==> config.mk <==
export PLATFORM = sky130hd
export DESIGN_NAME = shared_exunit_arbiter
export DESIGN_NICKNAME = d
export VERILOG_FILES = /design/src/rtl/shared_exunit_arbiter_pkg.sv /design/src/rtl/exunit_occupancy_counter.sv /design/src/rtl/shared_exunit_arbiter.sv
export SDC_FILE = /design/constraint.sdc
export NUM_CORES = 1
export LEC_CHECK = 0
export BUFFER_PORTS_ARGS = -buffer_cell sky130_fd_sc_hd__buf_2
export CORE_ASPECT_RATIO = 1.1
export CORE_MARGIN = 2
export CORE_UTILIZATION = 45
export DETAILED_ROUTE_END_ITERATION = 16
export PLACE_DENSITY = 0.89
export SYNTH_ARGS = -nofsm -noshare
export SYNTH_HDL_FRONTEND = slang
export SYNTH_SLANG_ARGS = --single-unit
==> constraint.sdc <==
create_clock -name clk -period 2.8 [get_ports clk]
set_clock_uncertainty 0.1 [all_clocks]
set_input_delay 0.14 -clock clk [delete_from_list [all_inputs] [get_ports clk]]
set_output_delay 0.14 -clock clk [all_outputs]
set_load 0.01 [all_outputs]
==> src/rtl/shared_exunit_arbiter_pkg.sv <==
// Shared constants and types for the two-station multi-cycle execution unit arbiter.
package shared_exunit_arbiter_pkg;

  localparam int unsigned SPECTAG_LEN = 5;

  localparam int unsigned LATENCY_DFLT = 4;
  localparam int unsigned CNTW_DFLT    = 3;

  // Reservation station identifier, also used as the round-robin favourite.
  typedef enum logic {
    RS0 = 1'b0,
    RS1 = 1'b1
  } rs_sel_e;

endpackage

==> src/rtl/exunit_occupancy_counter.sv <==
// Occupancy tracker for the shared unit: busy flag, countdown, owner and speculative tag.
module exunit_occupancy_counter #(
  parameter int unsigned LATENCY     = 4,
  parameter int unsigned CNTW        = 3,
  parameter int unsigned SPECTAG_LEN = 5
) (
  input  logic                   clk,
  input  logic                   reset,
  input  logic                   load,
  input  logic                   load_sel,
  input  logic [SPECTAG_LEN-1:0] load_tag,
  input  logic                   kill,
  input  logic                   fix,
  input  logic [SPECTAG_LEN-1:0] fix_mask,
  output logic                   busy,
  output logic                   occupied,
  output logic                   done,
  output logic                   sel,
  output logic [SPECTAG_LEN-1:0] tag
);

  logic                   busy_q;
  logic [CNTW-1:0]        cnt_q;
  logic                   sel_q;
  logic [SPECTAG_LEN-1:0] tag_q;

  assign occupied = busy_q && (cnt_q != '0);
  assign done     = busy_q && (cnt_q == '0) && !kill;
  assign busy     = busy_q;
  assign sel      = sel_q;
  assign tag      = tag_q;

  // A load in the done cycle overrides the release; kill freezes count and tag.
  always_ff @(posedge clk or posedge reset) begin
    if (reset) begin
      busy_q <= 1'b0;
      cnt_q  <= '0;
      sel_q  <= 1'b0;
      tag_q  <= '0;
    end else if (load) begin
      busy_q <= 1'b1;
      cnt_q  <= CNTW'(LATENCY - 1);
      sel_q  <= load_sel;
      tag_q  <= fix ? (load_tag & ~fix_mask) : load_tag;
    end else if (kill) begin
      busy_q <= 1'b0;
    end else begin
      if (occupied) cnt_q <= cnt_q - CNTW'(1);
      if (done) busy_q <= 1'b0;
      if (fix) tag_q <= tag_q & ~fix_mask;
    end
  end

endmodule

==> src/rtl/shared_exunit_arbiter.sv <==
// Round-robin arbiter sharing one non-pipelined multi-cycle unit between two stations.
module shared_exunit_arbiter #(
  parameter int unsigned LATENCY     = shared_exunit_arbiter_pkg::LATENCY_DFLT,
  parameter int unsigned CNTW        = shared_exunit_arbiter_pkg::CNTW_DFLT,
  parameter int unsigned SPECTAG_LEN = shared_exunit_arbiter_pkg::SPECTAG_LEN
) (
  input  logic                   clk,
  input  logic                   reset,
  input  logic                   req0,
  input  logic                   req1,
  input  logic                   issue0,
  input  logic                   issue1,
  input  logic [SPECTAG_LEN-1:0] spectag0,
  input  logic [SPECTAG_LEN-1:0] spectag1,
  input  logic                   prmiss,
  input  logic                   prsuccess,
  input  logic [SPECTAG_LEN-1:0] prtag,
  input  logic [SPECTAG_LEN-1:0] specfixtag,
  output logic                   exunit_busynext0,
  output logic                   exunit_busynext1,
  output logic                   start,
  output logic                   startsel,
  output logic                   done,
  output logic                   donesel,
  output logic                   busy,
  output logic [SPECTAG_LEN-1:0] spectag_out
);

  import shared_exunit_arbiter_pkg::*;

  rs_sel_e                prio_q;
  logic                   occupied;
  logic                   kill;
  logic [SPECTAG_LEN-1:0] load_tag;

  assign start    = issue0 | issue1;
  assign startsel = issue1;
  assign load_tag = issue1 ? spectag1 : spectag0;
  assign kill     = prmiss & busy & (|(spectag_out & prtag));

  // Gates see only registered state and raw req, never issuevalid.
  assign exunit_busynext0 = occupied | (req1 & (prio_q == RS1));
  assign exunit_busynext1 = occupied | (req0 & (prio_q == RS0));

  always_ff @(posedge clk or posedge reset) begin
    if (reset) begin
      prio_q <= RS0;
    end else if (start) begin
      prio_q <= startsel ? RS0 : RS1;
    end
  end

  exunit_occupancy_counter #(
    .LATENCY     (LATENCY),
    .CNTW        (CNTW),
    .SPECTAG_LEN (SPECTAG_LEN)
  ) u_occupancy (
    .clk      (clk),
    .reset    (reset),
    .load     (start),
    .load_sel (startsel),
    .load_tag (load_tag),
    .kill     (kill),
    .fix      (prsuccess),
    .fix_mask (specfixtag),
    .busy     (busy),
    .occupied (occupied),
    .done     (done),
    .sel      (donesel),
    .tag      (spectag_out)
  );

endmodule
==> flow_summary.ini, run 1 <==
[critical_path]
end_kind = output port
crit_type = flop to output port
worstPathRequired_ns = 2.56
critPathLaunchType = flop
critPathArrivalTime_ns = 1.65
cp_max_fo = 5

[cts]
insertion_delay_ns = 0.27
cts_setup_buffers = 0
path_clk_slew_ns = 0.07
h-tree-depth = 1
cts.sinks = 11
numCtsBuffers = 3
cts-root-buf = clkbuf_4
cts_tree = done
clk_path_buf_depth = 2

[floorplanning]
ios = 40
rows = 14
fp.dieW_um = 41.25
start_util_pct = 49.02
die_h_um = 44.98
die_area_um2 = 1855
core_area_um2 = 1401

[place]
gp_congestion = 0.7641
port_buffers = 39
place_hpwl_mm = 1.373

[final_layout]
syn_to_final_growth_pct = 35.34
fin_nets = 143
num_antenna_cells = 0
layout-drive-gt1-share_pct = 41.07

[sta]
drv_slew = 0
max_freq_mhz = 528.6
rsz0062_at_grt = no
finalHoldViolations = 0
min_period_ns = 1.892
slew_headroom_pct = 59.06
setup_tns_ns = 0
finalCritPeriodShare_pct = 67.56
setup_violations = 0
worstMarginPinSlew_ns = 0.6141

[synth]
ys.flop_type = dfrtp_1
synthArstFlopShare_pct = 100.0
synthCells = 70
yosys-top-cells-area = dfrtp_1 40%, mux2i_1 7.3%, inv_1 5.5%, a22o_1 5.1%, a2bb2oi_1 5.1%
syn-num-nets = 100
synth_seq_cells = 11
yosysWarnings = 0
synth_top_area_share_pct = 40.07
syn_area_um2 = 686.9
syn_area_per_cell_um2 = 9.813
post-synth-top-count-cell = dfrtp_1
synth_edf_count = 0
yosys-top-cells-count = 11 x dfrtp_1, 10 x inv_1, 6 x nand2_1, 6 x nor2_1, 5 x mux2i_1
synth.distinct_cells = 26
synth_top_area_cell = dfrtp_1
yosysSeqAreaShare_pct = 40.07

[power_and_ir_drop]
p_sw_uw = 131.3
comb_power_share_pct = 29.4
internal-power_uw = 289.9
switching_share_pct = 31.17
power.leakage_uw = 0.0005125
clkPwrFrac_pct = 26.2
irDropWorstVdd_mv = 0.2853
p_per_area_nw_per_um2 = 453.0
totalPowerFinal_uw = 421.1
seqPwrFrac_pct = 44.4

[global_route]
globalRouteOverflowTotal = 0
grt_pass1_wl_mm = 2.808
grt_pass1_vias = 652
grt_max_degree = 14
antenna_found_initial = 0
grtUsageTotal_pct = 23.03

[drt]
first_pass_iters = 4
wl_mm = 1.779
vias = 698
drtAntennaViolNets = 0
drtIter0Drc = 14
wl_per_cell_um = 13.90
vias_per_cell = 5.453
drc = 0

[status]
status = completed

[job]
drv_cap = 0

[hold_path]
hold_path.class = input port to flop
==> cell type report <==
cell class / instances / area [um^2]
fillers: 114 / 471.7
well taps: 16 / 20.02
clock buffers: 4 / 26.28
flip-flops and latches: 11 / 275.3
repair buffers: 41 / 212.7
inverters: 10 / 37.54
multi-input cells: 46 / 357.8
==> kinds of logic after synthesis <==
kind of cell	share of synthesized area, %
AO/OA/AOI/OAI	31.70
adder cells (fa/ha/maj)	3.642
buffers and inverters	7.832
flip-flops	40.07
multiplexers	7.286
AND/OR/NAND/NOR	9.473
==> worst paths after layout <==
kind                                             startpoint  depth (start not counted)                                to  slack, ns
min in group asynchronous                             reset                          3    u_occupancy.tag[0]$_DFFE_PP0P_       0.30
setup / recovery           u_occupancy.cnt_q[0]$_DFFE_PP0P_                          6                  exunit_busynext0       0.91
hold reg to reg                 u_occupancy.sel$_DFFE_PP0N_                          1       u_occupancy.sel$_DFFE_PP0N_       0.45
hold / removal                                       issue0                          3                prio_q$_DFFE_PP0N_       0.05
setup reg to reg           u_occupancy.cnt_q[0]$_DFFE_PP0P_                          6  u_occupancy.cnt_q[0]$_DFFE_PP0P_       0.95
max in group asynchronous                             reset                          3  u_occupancy.cnt_q[2]$_DFFE_PP0P_       2.01
==> metal layers <==
metal | up-vias | wire (um) | GRT usage (%)
li1 | 341 | - | -
met1 | 327 | 720 | 30.00
met2 | 27 | 950 | 38.44
met3 | 3 | 89 | 2.956
met4 | 0 | 19 | 7.742
met5 | - | 0 | 0
==> stage by stage <==
| step | setup slack, ns | hold WS [ns] | cells | cell area, um^2 | util, % |
|---|---|---|---|---|---|
| floorplan | 1.001 | -0.1076 | 70 | 686.9 | - |
| global placement | 1.109 | 0.04733 | 123 | 893.4 | 63.75 |
| detailed placement | 0.9703 | 0.04827 | 123 | 893.4 | 63.75 |
| CTS | 0.9273 | 0.04389 | 128 | 929.6 | 66.34 |
| global route | 0.8188 | 0.06616 | 128 | 929.6 | 66.34 |
| finish | 0.9082 | 0.04594 | 128 | 929.6 | 66.34 |
==> sequential cells by signal, indices dropped and copies added (netlist names) <==
register	count
u_occupancy.tag	5
u_occupancy.busy	1
u_occupancy.cnt_q	3
prio_q	1
u_occupancy.sel	1
==> what timing repair did <==
item,4_1_cts,5_1_grt
hold endpoints to repair,11,0
resized for setup,0,0
hold buffers,1,0
==> power by group through the flow <==
stage / Combinational (uW) / Clock (uW) / Sequential, uW
3_3_place_gp: 118 / 0 / 188
3_5_place_dp: 122 / 0 / 189
5_1_grt: 135 / 116 / 189
6_report: 124 / 110 / 187
4_1_cts: 123 / 108 / 186
2_1_floorplan: 70.3 / 0 / 192
==> worst max-delay path: stages (launching register included) <==
cell and delay, ns:
dfrtp_1 0.35, inv_1 0.06, ha_1 0.21, ha_1 0.23
nor2b_1 0.29, a21o_1 0.12, buf_2 0.12
==> cells in the final DEF, fill, tap and decap left out, types with 2 or more instances in the layout <==
master,netlist,final
nand2_1,6,6
inv_1,10,10
a2bb2oi_1,4,4
dfrtp_1,11,11
a21oi_1,2,2
a222oi_1,2,2
nor2_1,6,6
a21o_1,3,3
ha_1,2,2
clkbuf_4,0,3
buf_2,1,39
mux2i_1,5,5
a22o_1,4,4
Power figures use the tool's default switching activity.
==> run 2: changes to the inputs <==
--- a/config.mk
+++ b/config.mk
@@ -8,9 +8,9 @@
 export BUFFER_PORTS_ARGS = -buffer_cell sky130_fd_sc_hd__buf_2
 export CORE_ASPECT_RATIO = 1.1
 export CORE_MARGIN = 2
-export CORE_UTILIZATION = 45
+export CORE_UTILIZATION = 42
 export DETAILED_ROUTE_END_ITERATION = 16
-export PLACE_DENSITY = 0.89
+export PLACE_DENSITY = 0.84
 export SYNTH_ARGS = -nofsm -noshare
 export SYNTH_HDL_FRONTEND = slang
 export SYNTH_SLANG_ARGS = --single-unit
==> constraint.sdc (replaced) <==
create_clock -name clk -period 1.75 [get_ports clk]
set_clock_uncertainty 0.1 [all_clocks]
set_input_delay 0.0875 -clock clk [delete_from_list [all_inputs] [get_ports clk]]
set_output_delay 0.0875 -clock clk [all_outputs]
set_load 0.01 [all_outputs]
==> run 2 against run 1 <==
Critical path depth did not move; first-iteration DRC count rose by 36%; global-route usage fell by 3.1 points; flip-flop and latch count did not move; final cell count rose by 3.9%; critical endpoint unchanged.
==> flow_summary.ini, run 2 (synthesized netlist as in run 1, its figures left out) <==
[status]
status = completed

[cts]
numCtsBuffers = 3
cts.sinks = 11
insertion_delay_ns = 0.27
cts_tree = done
h-tree-depth = 1
cts-root-buf = clkbuf_4
clk_path_buf_depth = 2
path_clk_slew_ns = 0.07

[global_route]
grt_max_degree = 13
antenna_found_initial = 0
grt_pass1_wl_mm = 2.766
grt_pass1_vias = 645
grtUsageTotal_pct = 19.97
globalRouteOverflowTotal = 0

[final_layout]
regArea_um2 = 275.3
largest_reg_flops = 5
layout-drive-gt1-share_pct = 44.83
multiInputGateArea_um2 = 379.1
fillerInstances = 129
syn_to_final_growth_pct = 43.35
final_cell_mix = 39 x buf_2, 11 x dfrtp_1, 10 x inv_1
design_area_um2 = 984.7
layout_commonest_cell = buf_2
num_antenna_cells = 0
fin_util_pct = 63.21
fin_nets = 147

[floorplanning]
rows = 15
fp.dieW_um = 42.56
ios = 40
die_h_um = 46.42
die_area_um2 = 1975
start_util_pct = 44.10
core_area_um2 = 1558

[hold_path]
hold_path.class = input port to flop

[place]
place_area_um2 = 909.6
gp_congestion = 0.7343
port_buffers = 39
place_hpwl_mm = 1.386
pre_cts_ws_ns = -0.08391

[critical_path]
critPathArrivalTime_ns = 1.49
crit_type = flop to output port
end_kind = output port
critPathLaunchType = flop
crit_chain = inv_1, ha_1, ha_2, nor2b_4, a21o_1, buf_2
slowest_stage = dfrtp_1
r2r_slack_ns = 0.09
max_stage_delay_ns = 0.36
cp_max_fo = 5
worstPathRequired_ns = 1.56

[sta]
max_freq_mhz = 596.5
finalCritPeriodShare_pct = 95.80
setup_slack_ns = 0.07343
slew_headroom_pct = 70.04
setup_violations = 0
setup_tns_ns = 0
worstMarginPinSlew_ns = 0.4494
finalHoldViolations = 0
rsz0062_at_grt = no
min_period_ns = 1.677
drv_slew = 0

[drt]
wl_mm = 1.851
first_pass_iters = 5
vias = 730
vias_per_cell = 5.489
drc = 0
drtIter0Drc = 19
wl_per_cell_um = 13.92
drtAntennaViolNets = 0

[power_and_ir_drop]
p_per_area_nw_per_um2 = 701.7
irDropWorstVdd_mv = 0.3762
power.leakage_uw = 0.0005435
totalPowerFinal_uw = 690.9

[job]
drv_cap = 0
==> run 2: cell type report <==
class                   instances  share of cell area, %
multi-input cells              46                  38.50
well taps                      17                  2.160
flip-flops and latches         11                  27.95
repair buffers                 45                  24.90
inverters                      10                  3.812
clock buffers                   4                  2.668
==> run 2: path summary, 6_finish.rpt <==
path / depth (start not counted) / startpoint / end
worst max-delay path: 6 / u_occupancy.cnt_q[0]$_DFFE_PP0P_ / exunit_busynext0
worst min-delay path: 4 / spectag0[4] / u_occupancy.tag[4]$_DFFE_PP0P_
worst min register to register: 1 / u_occupancy.sel$_DFFE_PP0N_ / u_occupancy.sel$_DFFE_PP0N_
max in group asynchronous: 3 / reset / u_occupancy.tag[0]$_DFFE_PP0P_
worst max register to register: 5 / u_occupancy.tag[2]$_DFFE_PP0P_ / u_occupancy.tag[2]$_DFFE_PP0P_
min in group asynchronous: 3 / reset / u_occupancy.tag[1]$_DFFE_PP0P_
==> run 2: worst max-delay path: cells and delay by family (launching register included) <==
| family | cells | cell delay [ns] |
|---|---|---|
| simple gates | 1 | 0.17 |
| compound gates | 1 | 0.10 |
| buf+inv | 2 | 0.18 |
| fa+ha+maj | 2 | 0.40 |
| flops | 1 | 0.36 |
==> run 2: what timing repair did <==
item / 4_1_cts / 5_1_grt
setup buffers: 1 / 0
resized for setup: 3 / 2
pin swaps: 0 / 3
endpoints found under the hold margin: 13 / 0
hold buffers: 2 / 0
endpoints found under the setup margin: 4 / 7
cloned: 0 / 0
==> run 2: per-layer routing <==
metal	part of all wire (%)	vias up	GRT usage, %
met5	0	-	0
met4	2.4	0	15.00
met3	3.7	4	3.529
met2	53	21	35.08
met1	41	355	21.84
li1	-	350	-
==> run 2: power breakdown <==
part	switching (uW)	leakage, uW	total, uW	internal (uW)
Combinational	103	0.000403	215	112
Clock	88.3	0.0000150	177	88.5
Sequential	21.6	0.000126	299	277
Total	213	0.000543	691	478
==> run 2: through the flow <==
| stage | std cells | hold slack, ns |
|---|---|---|
| after floorplan | 70 | -0.1601 |
| after global placement | 126 | -0.007234 |
| after detailed placement | 126 | -0.0001488 |
| after CTS | 133 | 0.03042 |
| after global routing | 133 | 0.07421 |
| final | 133 | 0.03366 |
==> run 3: changes to the inputs <==
--- a/config.mk
+++ b/config.mk
@@ -5,12 +5,13 @@
 export SDC_FILE = /design/constraint.sdc
 export NUM_CORES = 1
 export LEC_CHECK = 0
-export BUFFER_PORTS_ARGS = -buffer_cell sky130_fd_sc_hd__buf_2
+export BUFFER_PORTS_ARGS = -buffer_cell sky130_fd_sc_hd__buf_4
 export CORE_ASPECT_RATIO = 1.1
 export CORE_MARGIN = 2
 export CORE_UTILIZATION = 42
 export DETAILED_ROUTE_END_ITERATION = 16
 export PLACE_DENSITY = 0.84
+export RECOVER_POWER = 25
 export SYNTH_ARGS = -nofsm -noshare
 export SYNTH_HDL_FRONTEND = slang
 export SYNTH_SLANG_ARGS = --single-unit
==> run 3 against run 2 <==
Clock-buffer cell count did not move; final area increased by 12%; flip-flop and latch count unchanged; non-clock buffer count up 2; largest cell class unchanged; routed wire length is 7.9% higher; via count increased by 0.55%; sequential power is essentially flat; register-to-register slack barely moved; first-iteration DRC count increased by 16%; global-route usage rose by 0.19 points.
==> flow_summary.ini, run 3 (synthesized netlist as in run 1, its figures left out) <==
[status]
status = completed

[power_and_ir_drop]
irDropWorstVdd_mv = 0.5220
power.leakage_uw = 0.0005858
p_per_area_nw_per_um2 = 659.4

[final_layout]
layout_commonest_cell = buf_4
largest_reg_flops = 5
regArea_um2 = 275.3
num_antenna_cells = 0
final_cell_mix = 42 x buf_4, 11 x dfrtp_1, 10 x inv_1
fin_nets = 149
layout-drive-gt1-share_pct = 44.07
syn_to_final_growth_pct = 60.11
multiInputGateArea_um2 = 382.9
fin_util_pct = 70.60
fillerInstances = 136
design_area_um2 = 1100

[sta]
drv_slew = 0
rsz0062_at_grt = no
max_freq_mhz = 597.2
slew_headroom_pct = 64.56
worstMarginPinSlew_ns = 0.5316
finalHoldViolations = 0
setup_violations = 0
finalCritPeriodShare_pct = 95.69
min_period_ns = 1.675

[hold_path]
hold_path.class = input port to flop

[cts]
clk_path_buf_depth = 2
insertion_delay_ns = 0.26
h-tree-depth = 1
cts_tree = done
numCtsBuffers = 3
cts.sinks = 11
path_clk_slew_ns = 0.07
cts-root-buf = clkbuf_4

[place]
gp_congestion = 0.7931
port_buffers = 39
place_hpwl_mm = 1.458
place_area_um2 = 1007

[floorplanning]
ios = 40
die_area_um2 = 1975
die_h_um = 46.42
fp.dieW_um = 42.56
rows = 15
core_area_um2 = 1558
start_util_pct = 44.10

[critical_path]
crit_buf_inv = 2
cp_max_fo = 4
crit_type = flop to output port
cp_top_family = flip-flops
slowest_stage = dfrtp_1
max_stage_delay_ns = 0.42
worstPathRequired_ns = 1.56
critPathArrivalTime_ns = 1.49
end_kind = output port
crit_path_frequent_cell = buf_4
critPathLaunchType = flop
crit_chain = a222oi_1, buf_4, a21oi_1, nor2_1, buf_4

[drt]
wl_mm = 1.997
drc = 0
vias = 734
drtAntennaViolNets = 0
first_pass_iters = 4
vias_per_cell = 5.437
wl_per_cell_um = 14.79
drtIter0Drc = 22

[global_route]
globalRouteOverflowTotal = 0
grt_pass1_vias = 660
grt_pass1_wl_mm = 2.856
grtUsageTotal_pct = 20.15
antenna_found_initial = 0
grt_max_degree = 13

[job]
drv_cap = 0
[run 3: worst paths after layout]
check | from | cells past startpoint | to | slack, ns
min in group asynchronous | reset | 3 | u_occupancy.tag[1]$_DFFE_PP0P_ | 0.28
worst max register to register | u_occupancy.cnt_q[0]$_DFFE_PP0P_ | 6 | u_occupancy.cnt_q[0]$_DFFE_PP0P_ | 0.10
worst min-delay path | spectag1[4] | 4 | u_occupancy.tag[4]$_DFFE_PP0P_ | 0.05
max in group asynchronous | reset | 3 | u_occupancy.sel$_DFFE_PP0N_ | 0.97
worst min register to register | u_occupancy.sel$_DFFE_PP0N_ | 1 | u_occupancy.sel$_DFFE_PP0N_ | 0.41
worst max-delay path | u_occupancy.tag[3]$_DFFE_PP0P_ | 5 | done | 0.08
[run 3: cell type report]
class / count / share of cell area, %
Clock buffer: 4 / 2.389
Multi-Input combinational cell: 46 / 34.81
Sequential cell: 11 / 25.03
Tap cell: 17 / 1.934
Timing Repair Buffer: 47 / 32.42
Inverter: 10 / 3.413
[run 3: routing by layer]
| metal | global-route usage [%] | up-vias | wire [um] |
|---|---|---|---|
| met5 | 0 | - | 0 |
| met1 | 23.36 | 353 | 818 |
| met4 | 9.375 | 0 | 25 |
| met3 | 3.922 | 2 | 88 |
| met2 | 36.31 | 27 | 1064 |
| li1 | - | 352 | - |
[run 3: metrics by stage]
step	cells	setup WS (ns)	TNS [ns]	total power, uW	hold slack (ns)
after global routing	135	0.003599	0	759.1	0.06491
after detailed placement	126	-0.07424	-0.1109	534.2	0.009872
after global placement	126	0.04246	0	526.8	0.004896
final	135	0.07550	0	725.2	0.04857
after CTS	134	-0.08257	-0.2267	715.3	0.02668
after floorplan	70	-0.04858	-0.2447	419.3	-0.1601
[run 3: worst register-to-register path: stages, from the launching register on]
cell	delay, ns
dfrtp_1	0.35
inv_1	0.05
ha_1	0.22
ha_4	0.19
nor3b_2	0.30
a31o_2	0.19
mux2i_1	0.17
[run 3: what timing repair did]
action	in CTS	in global routing
pin swaps	0	1
gates cloned	0	0
setup endpoints to repair	5	5
setup buffers	1	1
hold buffers	3	0
endpoints found under the hold margin	13	0
gates resized for setup	0	5
[run 3: report_power, final]
part           total [uW]  switching (uW)  internal [uW]
Combinational         253             109            145
Clock                 173            84.7           88.1
Sequential            299            21.9            277
